--- config.mk ---
export PLATFORM = sky130hd
export DESIGN_NAME = wb_debounce_event_ctrl_flat
export DESIGN_NICKNAME = d
export VERILOG_FILES = /design/src/rtl/wb_debounce_pkg.sv /design/src/rtl/wishbone_p_if.sv /design/src/rtl/fifo_sync.sv /design/src/rtl/wb_debounce_event_ctrl.sv /design/src/flat_wrapper.sv
export SDC_FILE = /design/constraint.sdc
export NUM_CORES = 1
export LEC_CHECK = 0
export CAP_MARGIN = 20
export CORE_UTILIZATION = 57
export CTS_CLUSTER_SIZE = 8
export DETAILED_ROUTE_END_ITERATION = 12
export GPL_TIMING_DRIVEN = 0
export PLACE_DENSITY = 0.86
export SYNTH_ARGS = -nofsm -noshare
export SYNTH_HDL_FRONTEND = slang
export SYNTH_HIERARCHICAL = 1
export SYNTH_SLANG_ARGS = --single-unit
--- constraint.sdc ---
create_clock -name wb_clk_i -period 5.7 [get_ports wb_clk_i]
set_input_delay 0.57 -clock wb_clk_i [delete_from_list [all_inputs] [get_ports wb_clk_i]]
set_output_delay 0.57 -clock wb_clk_i [all_outputs]
set_load 0.02 [all_outputs]
--- src/rtl/wb_debounce_pkg.sv ---
// Shared types and constants for the debounced-input event controller.
// Register offsets are word indices on adr[4:2].
package wb_debounce_pkg;

   localparam logic [2:0] REG_LEVEL   = 3'd0;
   localparam logic [2:0] REG_RISE_EN = 3'd1;
   localparam logic [2:0] REG_FALL_EN = 3'd2;
   localparam logic [2:0] REG_PENDING = 3'd3;
   localparam logic [2:0] REG_IRQ_EN  = 3'd4;
   localparam logic [2:0] REG_EVENT   = 3'd5;
   localparam logic [2:0] REG_OVF     = 3'd6;

   localparam int EVT_VALID    = 31;
   localparam int EVT_RISE     = 8;
   localparam int EVT_PORT_MSB = 4;
   localparam int EVT_PORT_LSB = 0;

   typedef struct packed {
      logic       valid;
      logic       rise;
      logic [4:0] port;
   } event_t;

   function automatic logic [31:0] evt_word(input event_t e);
      logic [31:0] w;
      w = '0;
      w[EVT_VALID] = e.valid;
      w[EVT_RISE]  = e.rise;
      w[EVT_PORT_MSB:EVT_PORT_LSB] = e.port;
      return w;
   endfunction

endpackage

--- src/rtl/wishbone_p_if.sv ---
// Wishbone pipelined bus bundle with clock and reset.
// Signal directions in the slave modport are from the slave's point of view.
interface wishbone_p_if;
   logic        clk_i;
   logic        rst_i;
   logic        cyc;
   logic        stb;
   logic        we;
   logic [31:0] adr;
   logic [31:0] dat_i;
   logic [31:0] dat_o;
   logic        ack;
   logic        stall;

   modport slave (
      input  clk_i, rst_i, cyc, stb, we, adr, dat_i,
      output dat_o, ack, stall
   );

   modport master (
      output clk_i, rst_i, cyc, stb, we, adr, dat_i,
      input  dat_o, ack, stall
   );
endinterface

--- src/rtl/fifo_sync.sv ---
// First-word-fall-through synchronous FIFO, async active-high reset.
// A push on a full FIFO is accepted when a pop happens in the same cycle.
module fifo_sync #(
   parameter int WIDTH = 8,
   parameter int DEPTH = 8
) (
   input  logic             clk,
   input  logic             rst,
   input  logic             push,
   input  logic             pop,
   input  logic [WIDTH-1:0] din,
   output logic [WIDTH-1:0] dout,
   output logic             full,
   output logic             empty
);
   localparam int AW = (DEPTH > 1) ? $clog2(DEPTH) : 1;

   if (DEPTH < 2 || (DEPTH & (DEPTH - 1)) != 0) begin : g_bad_depth
      $fatal(1, "fifo_sync: DEPTH must be a power of two >= 2");
   end

   logic [WIDTH-1:0] r_mem [DEPTH];
   logic [AW-1:0]    r_wr;
   logic [AW-1:0]    r_rd;
   logic [AW:0]      r_cnt;
   logic             w_do_push;
   logic             w_do_pop;

   assign empty     = (r_cnt == '0);
   assign full      = (r_cnt == (AW+1)'(DEPTH));
   assign w_do_pop  = pop && !empty;
   assign w_do_push = push && (!full || w_do_pop);
   assign dout      = r_mem[r_rd];

   always_ff @(posedge clk or posedge rst) begin
      if (rst) begin
         r_wr  <= '0;
         r_rd  <= '0;
         r_cnt <= '0;
      end else begin
         if (w_do_push) r_wr <= r_wr + 1'b1;
         if (w_do_pop)  r_rd <= r_rd + 1'b1;
         r_cnt <= r_cnt + {{AW{1'b0}}, w_do_push}
                        - {{AW{1'b0}}, w_do_pop};
      end
   end

   always_ff @(posedge clk) begin
      if (w_do_push) r_mem[r_wr] <= din;
   end
endmodule

--- src/rtl/wb_debounce_event_ctrl.sv ---
// Edge-detecting event/interrupt controller for debounced inputs.
// Edges latch PENDING and queue requests serialised into an event FIFO.
module wb_debounce_event_ctrl
   import wb_debounce_pkg::*;
#(
   parameter int PORT_CNT   = 8,
   parameter int FIFO_DEPTH = 8
) (
   wishbone_p_if.slave          wb,
   input  logic [PORT_CNT-1:0]  debounced_i,
   output logic                 irq_o
);
   if (PORT_CNT < 1 || PORT_CNT > 32) begin : g_bad_port_cnt
      $fatal(1, "wb_debounce_event_ctrl: PORT_CNT must be in [1,32]");
   end

   localparam logic [PORT_CNT-1:0] ONE = PORT_CNT'(1);

   logic [PORT_CNT-1:0] r_prev, r_rise_en, r_fall_en;
   logic [PORT_CNT-1:0] r_pend, r_irq_en, r_qr, r_qf;
   logic                r_ovf, r_irq;

   logic [PORT_CNT-1:0] w_rise, w_fall, w_wdat;
   logic [PORT_CNT-1:0] w_clr_r, w_clr_f, w_qr_keep, w_qf_keep;
   logic [PORT_CNT-1:0] w_pend_clr;
   logic [2:0]          w_addr;
   logic                w_ack, w_wr, w_rd, w_pop, w_push, w_lost;
   logic                w_any, w_sel_rise, w_full, w_empty;
   logic [4:0]          w_sel;
   logic [31:0]         w_rdat;
   event_t              w_evt, w_head;
   logic                w_unused;

   assign w_rise = debounced_i & ~r_prev & r_rise_en;
   assign w_fall = ~debounced_i & r_prev & r_fall_en;

   assign w_ack  = wb.cyc & wb.stb;
   assign w_wr   = w_ack & wb.we;
   assign w_rd   = w_ack & ~wb.we;
   assign w_addr = wb.adr[4:2];
   assign w_wdat = wb.dat_i[PORT_CNT-1:0];
   assign w_pop  = w_rd && (w_addr == REG_EVENT) && !w_empty;

   // Lowest port wins; within a port the rise request goes first.
   always_comb begin
      w_any      = 1'b0;
      w_sel      = '0;
      w_sel_rise = 1'b0;
      for (int i = PORT_CNT - 1; i >= 0; i--) begin
         if (r_qr[i] | r_qf[i]) begin
            w_any      = 1'b1;
            w_sel      = 5'(i);
            w_sel_rise = r_qr[i];
         end
      end
   end

   assign w_push  = w_any && (!w_full || w_pop);
   assign w_clr_r = (w_push && w_sel_rise)  ? (ONE << w_sel) : '0;
   assign w_clr_f = (w_push && !w_sel_rise) ? (ONE << w_sel) : '0;

   assign w_qr_keep = r_qr & ~w_clr_r;
   assign w_qf_keep = r_qf & ~w_clr_f;
   assign w_lost    = (|(w_rise & w_qr_keep)) | (|(w_fall & w_qf_keep));

   assign w_pend_clr = (w_wr && w_addr == REG_PENDING) ? w_wdat : '0;

   assign w_evt = '{valid: 1'b1, rise: w_sel_rise, port: w_sel};

   fifo_sync #(
      .WIDTH ($bits(event_t)),
      .DEPTH (FIFO_DEPTH)
   ) u_fifo (
      .clk   (wb.clk_i),
      .rst   (wb.rst_i),
      .push  (w_push),
      .pop   (w_pop),
      .din   (w_evt),
      .dout  (w_head),
      .full  (w_full),
      .empty (w_empty)
   );

   always_ff @(posedge wb.clk_i or posedge wb.rst_i) begin
      if (wb.rst_i) begin
         r_prev    <= '0;
         r_rise_en <= '0;
         r_fall_en <= '0;
         r_pend    <= '0;
         r_irq_en  <= '0;
         r_qr      <= '0;
         r_qf      <= '0;
         r_ovf     <= 1'b0;
         r_irq     <= 1'b0;
      end else begin
         r_prev <= debounced_i;
         if (w_wr && w_addr == REG_RISE_EN) r_rise_en <= w_wdat;
         if (w_wr && w_addr == REG_FALL_EN) r_fall_en <= w_wdat;
         if (w_wr && w_addr == REG_IRQ_EN)  r_irq_en  <= w_wdat;
         // New edges override a concurrent W1C.
         r_pend <= (r_pend & ~w_pend_clr) | w_rise | w_fall;
         r_qr   <= w_qr_keep | w_rise;
         r_qf   <= w_qf_keep | w_fall;
         r_ovf  <= (r_ovf & ~(w_wr && w_addr == REG_OVF && wb.dat_i[0]))
                   | w_lost;
         r_irq  <= |(r_pend & r_irq_en);
      end
   end

   always_comb begin
      w_rdat = '0;
      case (w_addr)
         REG_LEVEL:   w_rdat = 32'(debounced_i);
         REG_RISE_EN: w_rdat = 32'(r_rise_en);
         REG_FALL_EN: w_rdat = 32'(r_fall_en);
         REG_PENDING: w_rdat = 32'(r_pend);
         REG_IRQ_EN:  w_rdat = 32'(r_irq_en);
         REG_EVENT:   w_rdat = w_empty ? 32'd0 : evt_word(w_head);
         REG_OVF:     w_rdat = {31'd0, r_ovf};
         default:     w_rdat = '0;
      endcase
   end

   assign wb.dat_o  = w_rd ? w_rdat : 32'd0;
   assign wb.ack    = w_ack;
   assign wb.stall  = 1'b0;
   assign irq_o     = r_irq;
   assign w_unused  = ^{wb.adr[31:5], wb.adr[1:0], wb.dat_i};
endmodule
--- src/flat_wrapper.sv ---
// flat-port wrapper written by rule: the top's interface ports become plain ports
module wb_debounce_event_ctrl_flat import wb_debounce_pkg::*;
#(
   parameter int PORT_CNT   = 8,
   parameter int FIFO_DEPTH = 8
)
  (debounced_i, irq_o, wb_clk_i, wb_rst_i, wb_cyc, wb_stb, wb_we, wb_adr, wb_dat_i, wb_dat_o, wb_ack, wb_stall);
  wishbone_p_if wb_i ();
  input  logic [PORT_CNT-1:0] debounced_i;
  output logic irq_o;
  input wire logic [$bits(wb_i.clk_i)-1:0] wb_clk_i;
  input wire logic [$bits(wb_i.rst_i)-1:0] wb_rst_i;
  input wire logic [$bits(wb_i.cyc)-1:0] wb_cyc;
  input wire logic [$bits(wb_i.stb)-1:0] wb_stb;
  input wire logic [$bits(wb_i.we)-1:0] wb_we;
  input wire logic [$bits(wb_i.adr)-1:0] wb_adr;
  input wire logic [$bits(wb_i.dat_i)-1:0] wb_dat_i;
  output wire logic [$bits(wb_i.dat_o)-1:0] wb_dat_o;
  output wire logic [$bits(wb_i.ack)-1:0] wb_ack;
  output wire logic [$bits(wb_i.stall)-1:0] wb_stall;
  assign wb_i.clk_i = wb_clk_i;
  assign wb_i.rst_i = wb_rst_i;
  assign wb_i.cyc = wb_cyc;
  assign wb_i.stb = wb_stb;
  assign wb_i.we = wb_we;
  assign wb_i.adr = wb_adr;
  assign wb_i.dat_i = wb_dat_i;
  assign wb_dat_o = wb_i.dat_o;
  assign wb_ack = wb_i.ack;
  assign wb_stall = wb_i.stall;
  wb_debounce_event_ctrl #(.PORT_CNT(PORT_CNT), .FIFO_DEPTH(FIFO_DEPTH)) u_core (.wb(wb_i), .debounced_i(debounced_i), .irq_o(irq_o));
endmodule
==> impl_metrics.py, run 1 <==
metrics = {
    "status": {
        "status": "finished, final reports clean",
    },
    "grt": {
        "grt_first_pass_wirelength_um": 23400,
        "grt_usage_pct": 28.4,
        "antenna_found_initial": 0,
        "grt_max_degree": 45,
        "overflow": 0,
        "grt_pass1_vias": 4404,
    },
    "critical_path": {
        "endpoint": "wb_dat_o[8]",
        "cp_max_fo": 7,
        "cp-startpoint": "u_core/u_fifo/r_cnt[2]",
        "crit_type": "register to output pin",
        "critPathLaunchType": "register",
        "reg2reg_from": "u_core/u_fifo/r_cnt[2]",
        "r2r-end": "u_core/u_fifo/r_cnt[3]",
        "r2r_slack_ns": 1.94,
        "cp_data_required_time_ns": 5.13,
        "crit_path_end_kind": "output pin",
        "rr_worst_depth": 14,
        "crit_arrival_ns": 3.30,
    },
    "die": {
        "ios": 112,
        "die-area_um2": 11200,
        "die_y_um": 106,
        "rows": 37,
        "start_util_pct": 59.1,
        "core_um2": 10400,
        "die_x_um": 106,
    },
    "logic_synthesis": {
        "ys_seq_area_share_pct": 55.2,
        "syn-instance-count": 476,
        "ys_async_sr_fraction_pct": 54.8,
        "yosys_warnings": 6,
        "synth_top_flop_cell": "dfrtp_1",
        "syn_area_um2": 6130,
        "synth-seq-cells": 124,
        "synth_edf_count": 56,
        "postSynthAreaPerCell_um2": 12.9,
        "synth_cell_type_count": 61,
    },
    "sta": {
        "fin_crit_sh_pct": 67.9,
        "slew_headroom_pct": 28.2,
        "rsz0062_at_grt": "no",
        "fin_hold_ws_ns": 0.361,
        "skew_ns": 0.00902,
        "fin_ws_ns": 1.83,
        "setup_tns_ns": 0,
        "worst_pin_slew_ns": 1.07,
        "finalSetupViolCount": 0,
        "period_minus_slack_ns": 3.87,
        "hold_viol_final": 0,
        "max_freq_mhz": 258,
        "slew_violations": 0,
    },
    "clock_tree": {
        "postCtsHoldBufs": 0,
        "clockBufferDepth": 2,
        "cts_root_buffer": "clkbuf_8",
        "clkLatencyLatePin_ns": 0.53,
        "numCtsBuffers": 17,
        "path_clk_slew_ns": 0.06,
        "cts_tree": "done",
        "cts_resized": 0,
        "cts_setup_buffers": 0,
        "h-tree-depth": 4,
        "cts.sinks": 124,
    },
    "routing": {
        "antenna_left": 0,
        "first_iter_violations": 330,
        "viasPerCell": 5.99,
        "drtPass1Iterations": 6,
        "drc": 0,
        "num_vias": 4366,
        "wl_per_cell_um": 20.0,
        "routed_wl_um": 14600,
    },
    "power_and_ir_drop": {
        "p_leak_nw": 3.06,
        "peakVddDrop_mv": 0.197,
        "power_density_nw_per_um2": 483,
        "total_power_mw": 3.60,
    },
    "placed_design": {
        "dp_slack_ns": 1.89,
        "dpl_cell_area_um2": 6860,
        "dp_hpwl_um": 9990,
        "numPlacedInstances": 695,
        "io_buffers": 34,
        "gp_congestion": 0.865,
    },
    "layout": {
        "fin_util_pct": 71.9,
        "fin_cells": 729,
        "num_antenna_cells": 0,
        "fill_cells": 651,
        "final_layout_size_suffix_gt1_share_pct": 20.2,
        "final_common_cell": "dfrtp_1",
        "layout_common_cells": "68 x dfrtp_1, 56 x edfxtp_1, 47 x conb_1, 46 x nand2_1, 35 x mux2_2",
        "syn2layout_area_growth_pct": 21.6,
        "fin_area_um2": 7460,
        "nNetsFinal": 665,
    },
    "flow_run": {
        "cap_violations": 0,
    },
    "hold_path": {
        "min-delay-path-class": "input port to async pin",
    },
}
## worst min path at each step
stage,from,to,cells after the start
floorplan,wb_rst_i,u_core/u_fifo/r_cnt[0],1
global placement,u_core/r_prev[1],u_core/r_pend[1],1
detailed placement,u_core/r_prev[4],u_core/r_pend[4],1
CTS,wb_rst_i,u_core/r_qf[1],2
global route,wb_rst_i,u_core/r_qf[1],2
finish,wb_rst_i,u_core/r_qf[1],2
## layer usage
metal	track usage, %	share of wire [%]	up-vias
met5	0	0	-
met4	12.7	2.3	0
met3	8.60	8.4	38
met2	44.7	49	260
met1	36.4	40	2146
li1	-	-	1922
## critical path: stages, from the launching register on
cell             delay, ns
dfrtp_1               0.36
inv_1                 0.11
ha_1                  0.18
nor3b_1               0.75
and4bb_1              0.30
and3b_1               0.18
buf_4                 0.17
and2_1                0.17
clkdlybuf4s50_1       0.55
## cell families after synthesis
| logic type | after synthesis | synth area share [%] |
|---|---|---|
| xor+xnor | 6 | 0.857 |
| compound gates | 62 | 7.90 |
| mux | 59 | 15.1 |
| flops | 124 | 55.2 |
| other cells | 2 | 0.122 |
| simple gates | 157 | 13.4 |
| fa+ha+maj | 8 | 1.75 |
| buf+inv | 58 | 5.69 |
## area by class of cell
cell class / instances / area, µm² / area share, %
flip-flops and latches: 124 / 3380 / 45.4
multi-input cells: 339 / 2570 / 34.5
repair buffers: 40 / 390 / 5.23
clock buffers: 21 / 449 / 6.02
clock inverters: 11 / 143 / 1.91
inverters: 20 / 75.1 / 1.01
plain buffers: 38 / 274 / 3.67
well taps: 136 / 170 / 2.28
## report_power, final
part / switching (mW) / internal, mW / leakage, nW
Sequential: 0.180 / 1.28 / 1.31
Clock: 0.379 / 0.686 / 0.278
Combinational: 0.624 / 0.455 / 1.47
Total: 1.18 / 2.42 / 3.06
## sequential cells by signal (all words and copies together), names as in the netlist, 4 cells and up
| name | flops |
|---|---|
| u_core/r_fall_en | 8 |
| u_core/r_irq_en | 8 |
| u_core/r_pend | 8 |
| u_core/r_prev | 8 |
| u_core/r_qf | 8 |
| u_core/r_qr | 8 |
| u_core/r_rise_en | 8 |
| u_core/u_fifo/r_cnt | 4 |
| u_core/u_fifo/r_mem | 56 |
## synth_stat cells (all sizes together), types with 7 or more instances
| master | instances | area [µm²] |
|---|---|---|
| nor2 | 32 | 120 |
| nor4 | 8 | 62.6 |
| o21ai | 15 | 78.8 |
| clkbuf | 7 | 26.3 |
| edfxtp | 56 | 1680 |
| nand2 | 46 | 173 |
| inv | 20 | 75.1 |
| nor3 | 7 | 35.0 |
| dfrtp | 68 | 1700 |
| mux4 | 19 | 480 |
| mux2 | 35 | 394 |
| ha | 7 | 87.6 |
| nand3 | 13 | 70.1 |
| nand2b | 9 | 56.3 |
| buf | 31 | 248 |
| nand3b | 17 | 128 |
| a21oi | 9 | 45.0 |
Note: power is estimated with default switching activity, not from simulation.
==> inputs of run 2 (changes only) <==
--- a/config.mk
+++ b/config.mk
@@ -6,11 +6,11 @@
 export NUM_CORES = 1
 export LEC_CHECK = 0
 export CAP_MARGIN = 20
-export CORE_UTILIZATION = 57
+export CORE_UTILIZATION = 53
 export CTS_CLUSTER_SIZE = 8
 export DETAILED_ROUTE_END_ITERATION = 12
 export GPL_TIMING_DRIVEN = 0
-export PLACE_DENSITY = 0.86
+export PLACE_DENSITY = 0.81
 export SYNTH_ARGS = -nofsm -noshare
 export SYNTH_HDL_FRONTEND = slang
 export SYNTH_HIERARCHICAL = 1
==> constraint.sdc (replaced) <==
create_clock -name wb_clk_i -period 4.03 [get_ports wb_clk_i]
set_input_delay 0.403 -clock wb_clk_i [delete_from_list [all_inputs] [get_ports wb_clk_i]]
set_output_delay 0.403 -clock wb_clk_i [all_outputs]
set_load 0.02 [all_outputs]
==> run 2 against run 1 <==
  * Critical path depth increased by 6
  * Highest routed layer unchanged
  * Worst hold slack got worse by 0.071 ns
  * Utilization decreased by 4.1 points
  * Worst setup slack got worse by 1.5 ns
  * Design area increased by 0.72%
  * Largest power group unchanged
  * Total power increased by 45%
  * Global-route usage decreased by 3.1 points
  * Combinational power increased by 41%
  * Register-to-register slack got worse by 1.6 ns
==> impl_metrics.py, run 2 (synthesis gave the netlist of run 1 again) <==
metrics = {
    "layout": {
        "layout_common_cells": "68 x dfrtp_1, 56 x edfxtp_1, 47 x conb_1, 46 x nand2_1, 35 x mux2_2",
        "largest_reg_flops": 56,
        "fill_cells": 782,
        "final_common_cell": "dfrtp_1",
        "syn2layout_area_growth_pct": 22.5,
        "num_antenna_cells": 0,
        "top_register": "u_core/u_fifo/r_mem",
        "nNetsFinal": 664,
        "final_layout_size_suffix_gt1_share_pct": 20.3,
        "fin_util_pct": 67.8,
    },
    "routing": {
        "wl_per_cell_um": 19.1,
        "num_vias": 4279,
        "drtPass1Iterations": 5,
        "antenna_left": 0,
        "routed_wl_um": 14000,
        "viasPerCell": 5.85,
        "first_iter_violations": 445,
        "drc": 0,
    },
    "critical_path": {
        "critPathLaunchType": "register",
        "crit_type": "register to register",
        "cp_max_fo": 10,
        "rr_worst_depth": 14,
        "crit_arrival_ns": 4.06,
        "r2r_slack_ns": 0.32,
        "critical_path.cell_chain": "inv_1 > ha_1 > nor3b_1 > and4bb_1 > and3b_1 > buf_4 > o22ai_2 > buf_6 > inv_1 > or2_2 > ha_1 > a21o_1 > a21oi_1 > xor2_1",
        "cp_data_required_time_ns": 4.37,
        "crit_path_end_kind": "register",
        "crit_slowest_cell": "nor3b_1",
        "endpoint": "u_core/u_fifo/r_cnt[3]",
        "reg2reg_from": "u_core/u_fifo/r_cnt[2]",
        "cp-startpoint": "u_core/u_fifo/r_cnt[2]",
        "r2r-end": "u_core/u_fifo/r_cnt[3]",
        "cpPeakStageDelay_ns": 0.66,
    },
    "power_and_ir_drop": {
        "combinationalPowerShare_pct": 29.0,
        "peakVddDrop_mv": 0.333,
        "swShare_pct": 32.2,
        "power_frac_seq_pct": 39.1,
        "power_density_nw_per_um2": 697,
        "p_sw_mw": 1.69,
        "p_int_mw": 3.55,
        "p_leak_nw": 3.09,
        "power.share.clock_pct": 31.8,
    },
    "grt": {
        "grt_usage_pct": 25.2,
        "antenna_found_initial": 0,
        "overflow": 0,
        "grt_max_degree": 45,
        "grt_first_pass_wirelength_um": 21700,
        "grt_pass1_vias": 4128,
    },
    "clock_tree": {
        "clockBufferDepth": 2,
        "postCtsHoldBufs": 0,
        "cts_root_buffer": "clkbuf_16",
        "numCtsBuffers": 17,
        "clkLatencyLatePin_ns": 0.42,
        "cts.sinks": 124,
        "cts_resized": 0,
        "cts_setup_buffers": 0,
        "cts_tree": "done",
        "path_clk_slew_ns": 0.05,
        "h-tree-depth": 4,
    },
    "sta": {
        "slew_headroom_pct": 21.6,
        "finalSetupViolCount": 0,
        "fin_crit_sh_pct": 92.1,
        "rsz0062_at_grt": "no",
        "skew_ns": 0.00727,
        "period_minus_slack_ns": 3.71,
        "worst_pin_slew_ns": 1.17,
        "slew_violations": 0,
        "max_freq_mhz": 269,
        "fin_hold_ws_ns": 0.290,
        "setup_tns_ns": 0,
        "hold_viol_final": 0,
    },
    "flow_run": {
        "cap_violations": 0,
    },
    "die": {
        "core_um2": 11100,
        "rows": 38,
        "start_util_pct": 55.4,
        "die_x_um": 110,
        "ios": 112,
        "die_y_um": 110,
        "die-area_um2": 12000,
    },
    "placed_design": {
        "gp_congestion": 0.907,
        "io_buffers": 34,
        "dp_hpwl_um": 9810,
    },
    "hold_path": {
        "min-delay-path-class": "input port to async pin",
    },
    "status": {
        "status": "finished, final reports clean",
    },
}
==> run 2: metal layers <==
layer  routed length [µm]  track usage (%)
met2                 6570             39.4
met1                 5920             34.0
met4                  366             12.0
met3                 1140             5.28
met5                    0                0
==> run 2: worst min-delay path by stage <==
stage,start,to,slack [ns]
2_1_floorplan,wb_rst_i,u_core/u_fifo/r_cnt[0],0.24
3_3_place_gp,u_core/r_prev[1],u_core/r_pend[1],0.49
3_5_place_dp,u_core/r_prev[4],u_core/r_pend[4],0.50
4_1_cts,wb_rst_i,u_core/r_qr[1],0.30
5_1_grt,wb_rst_i,u_core/r_qr[1],0.34
6_report,wb_rst_i,u_core/r_qr[1],0.29
==> run 2: critical path, delay by kind of cell (launching register included) <==
family | cells | cell delay (ns)
AND/OR/NAND/NOR | 4 | 1.49
buffers and inverters | 4 | 0.62
AO/OA/AOI/OAI | 3 | 0.52
adder cells (fa/ha/maj) | 2 | 0.47
flip-flops | 1 | 0.36
XOR/XNOR | 1 | 0.15
==> run 2: area by class of cell <==
type | count | area (µm²) | share of cell area [%]
buffer | 38 | 274 | 3.65
timing repair buffer | 39 | 383 | 5.10
tap | 140 | 175 | 2.33
sequential | 124 | 3380 | 45.0
clock inverter | 14 | 219 | 2.91
multi-input combinational | 339 | 2570 | 34.3
inverter | 20 | 75.1 | 0.999
clock buffer | 18 | 429 | 5.71
==> run 2: power by group through the flow <==
stage	clock network, mW	logic, mW	registers (mW)
4_1_cts	1.68	1.51	2.04
2_1_floorplan	0	1.11	1.99
3_3_place_gp	0	1.41	2.03
5_1_grt	1.73	1.66	2.09
6_report	1.66	1.52	2.05
3_5_place_dp	0	1.49	2.06
==> run 2: per-stage QoR <==
step                      setup slack (ns)  area, µm²  total power [mW]  instances
after global routing                 0.149       7510              5.48        732
final                                0.318       7510              5.23        732
after detailed placement             0.359       6870              3.55        700
after floorplan                       1.06       6300              3.09        521
after CTS                            0.319       7510              5.24        732
after global placement               0.158       6820              3.45        695
==> inputs of run 3 (changes only) <==
--- a/config.mk
+++ b/config.mk
@@ -6,11 +6,10 @@
 export NUM_CORES = 1
 export LEC_CHECK = 0
 export CAP_MARGIN = 20
-export CORE_UTILIZATION = 53
+export CORE_UTILIZATION = 40
 export CTS_CLUSTER_SIZE = 8
 export DETAILED_ROUTE_END_ITERATION = 12
 export GPL_TIMING_DRIVEN = 0
-export PLACE_DENSITY = 0.81
 export SYNTH_ARGS = -nofsm -noshare
 export SYNTH_HDL_FRONTEND = slang
 export SYNTH_HIERARCHICAL = 1
==> run 3 against run 2 <==
  * Combinational power is essentially flat
  * Design area decreased by 0.62%
  * Clock skew about the same
  * Flip-flop and latch count stayed put
  * Worst setup slack worse by 0.082 ns
  * Cell count up 6.3%
  * Sequential power hardly changed
  * First-iteration DRC count shrank 29%
  * Worst hold slack improved by 0.041 ns
  * Non-clock buffer count up 2
  * Critical endpoint unchanged
==> impl_metrics.py, run 3 (synthesis gave the netlist of run 1 again) <==
metrics = {
    "status": {
        "status": "finished, final reports clean",
    },
    "power_and_ir_drop": {
        "p_leak_nw": 3.04,
        "peakVddDrop_mv": 0.267,
        "combinationalPowerShare_pct": 30.6,
        "power_density_nw_per_um2": 661,
        "power.share.clock_pct": 27.8,
        "power_frac_seq_pct": 41.6,
        "swShare_pct": 33.5,
        "p_sw_mw": 1.66,
        "p_int_mw": 3.28,
        "total_power_mw": 4.94,
    },
    "sta": {
        "finalSetupViolCount": 0,
        "worst_pin_slew_ns": 0.895,
        "period_minus_slack_ns": 3.79,
        "max_freq_mhz": 264,
        "slew_violations": 0,
        "skew_ns": 0.00714,
        "rsz0062_at_grt": "no",
        "setup_tns_ns": 0,
        "hold_viol_final": 0,
        "fin_ws_ns": 0.236,
        "fin_crit_sh_pct": 94.1,
        "slew_headroom_pct": 40.2,
    },
    "die": {
        "core_um2": 14800,
        "rows": 44,
        "ios": 112,
        "die-area_um2": 15800,
        "die_x_um": 126,
        "die_y_um": 126,
        "start_util_pct": 41.6,
    },
    "layout": {
        "syn2layout_area_growth_pct": 21.8,
        "layout_common_cells": "68 x dfrtp_1, 56 x edfxtp_1, 47 x conb_1, 46 x nand2_1, 35 x mux2_2",
        "final_layout_size_suffix_gt1_share_pct": 20.2,
        "fill_cells": 1286,
        "fin_cells": 778,
        "nNetsFinal": 666,
        "top_register": "u_core/u_fifo/r_mem",
        "largest_reg_flops": 56,
        "final_common_cell": "dfrtp_1",
    },
    "critical_path": {
        "cp_data_required_time_ns": 4.37,
        "crit_path_end_kind": "register",
        "r2r_slack_ns": 0.24,
        "cp_max_fo": 10,
        "crit_arrival_ns": 4.14,
        "crit_type": "register to register",
        "critPathLaunchType": "register",
    },
    "clock_tree": {
        "cts_setup_buffers": 0,
        "numCtsBuffers": 17,
        "clkLatencyLatePin_ns": 0.42,
        "cts_root_buffer": "clkbuf_16",
        "path_clk_slew_ns": 0.05,
        "postCtsHoldBufs": 0,
        "cts_tree": "done",
        "cts_resized": 0,
        "h-tree-depth": 4,
        "cts.sinks": 124,
        "clockBufferDepth": 2,
    },
    "routing": {
        "antenna_left": 0,
        "first_iter_violations": 314,
        "routed_wl_um": 13900,
        "num_vias": 4163,
        "viasPerCell": 5.35,
        "wl_per_cell_um": 17.9,
        "drc": 0,
        "drtPass1Iterations": 4,
    },
    "placed_design": {
        "gp_congestion": 0.880,
        "dp_hpwl_um": 10200,
        "numPlacedInstances": 745,
        "dp_slack_ns": 0.297,
        "io_buffers": 34,
    },
    "hold_path": {
        "min-delay-path-class": "input port to async pin",
    },
    "grt": {
        "grt_usage_pct": 18.9,
        "grt_max_degree": 35,
        "overflow": 0,
        "antenna_found_initial": 0,
        "grt_pass1_vias": 4064,
        "grt_first_pass_wirelength_um": 22500,
    },
    "flow_run": {
        "cap_violations": 0,
    },
}
[run 3: critical path, cell delays in order (launching register included)]
cell	delay (ns)
dfrtp_1	0.36
inv_1	0.10
ha_1	0.18
nor3b_1	0.74
and4bb_1	0.33
and3b_1	0.22
buf_4	0.17
o22ai_2	0.17
buf_6	0.18
inv_1	0.16
or2_2	0.33
ha_1	0.28
a21o_1	0.18
a21oi_1	0.16
xor2_1	0.15
[run 3: path summary, 6_finish.rpt]
path                                                to  cells after the start                    from
worst max-delay path            u_core/u_fifo/r_cnt[3]                     14  u_core/u_fifo/r_cnt[2]
worst min-delay path            u_core/u_fifo/r_cnt[0]                      2                wb_rst_i
worst max register to register  u_core/u_fifo/r_cnt[3]                     14  u_core/u_fifo/r_cnt[2]
worst min register to register        u_core/r_pend[4]                      1        u_core/r_prev[4]
max in group asynchronous          u_core/r_fall_en[5]                      3                wb_rst_i
min in group wb_clk_i                 u_core/r_prev[1]                      1          debounced_i[1]
[run 3: metrics by stage]
step	util, %	cell area [µm²]	hold WS (ns)
floorplan	-	6300	0.243
global placement	46.6	6870	0.489
detailed placement	46.9	6930	0.502
CTS	50.5	7460	0.341
global route	50.6	7460	0.396
finish	50.6	7470	0.331
[run 3: per-layer routing]
layer	track usage (%)	share of wire, %	vias to the layer above
li1	-	-	1930
met1	26.4	47	2076
met2	29.5	47	142
met3	3.36	4.7	15
met4	7.30	1.4	0
met5	0	0	-
[run 3: layout make-up]
| type | count | area (µm²) | share of cell area, % |
|---|---|---|---|
| diodes | 1 | 2.50 | 0.0335 |
| plain buffers | 38 | 274 | 3.67 |
| clock buffers | 17 | 425 | 5.70 |
| clock inverters | 14 | 106 | 1.42 |
| inverters | 20 | 75.1 | 1.01 |
| multi-input cells | 339 | 2570 | 34.5 |
| flip-flops and latches | 124 | 3380 | 45.3 |
| well taps | 184 | 230 | 3.08 |
| repair buffers | 41 | 395 | 5.29 |
[run 3: power groups by stage]
stage / clock [mW] / sequential [mW] / combinational, mW
floorplan: 0 / 1.99 / 1.11
global placement: 0 / 2.05 / 1.44
detailed placement: 0 / 2.07 / 1.52
CTS: 1.40 / 2.05 / 1.52
global route: 1.45 / 2.10 / 1.67
finish: 1.37 / 2.05 / 1.51
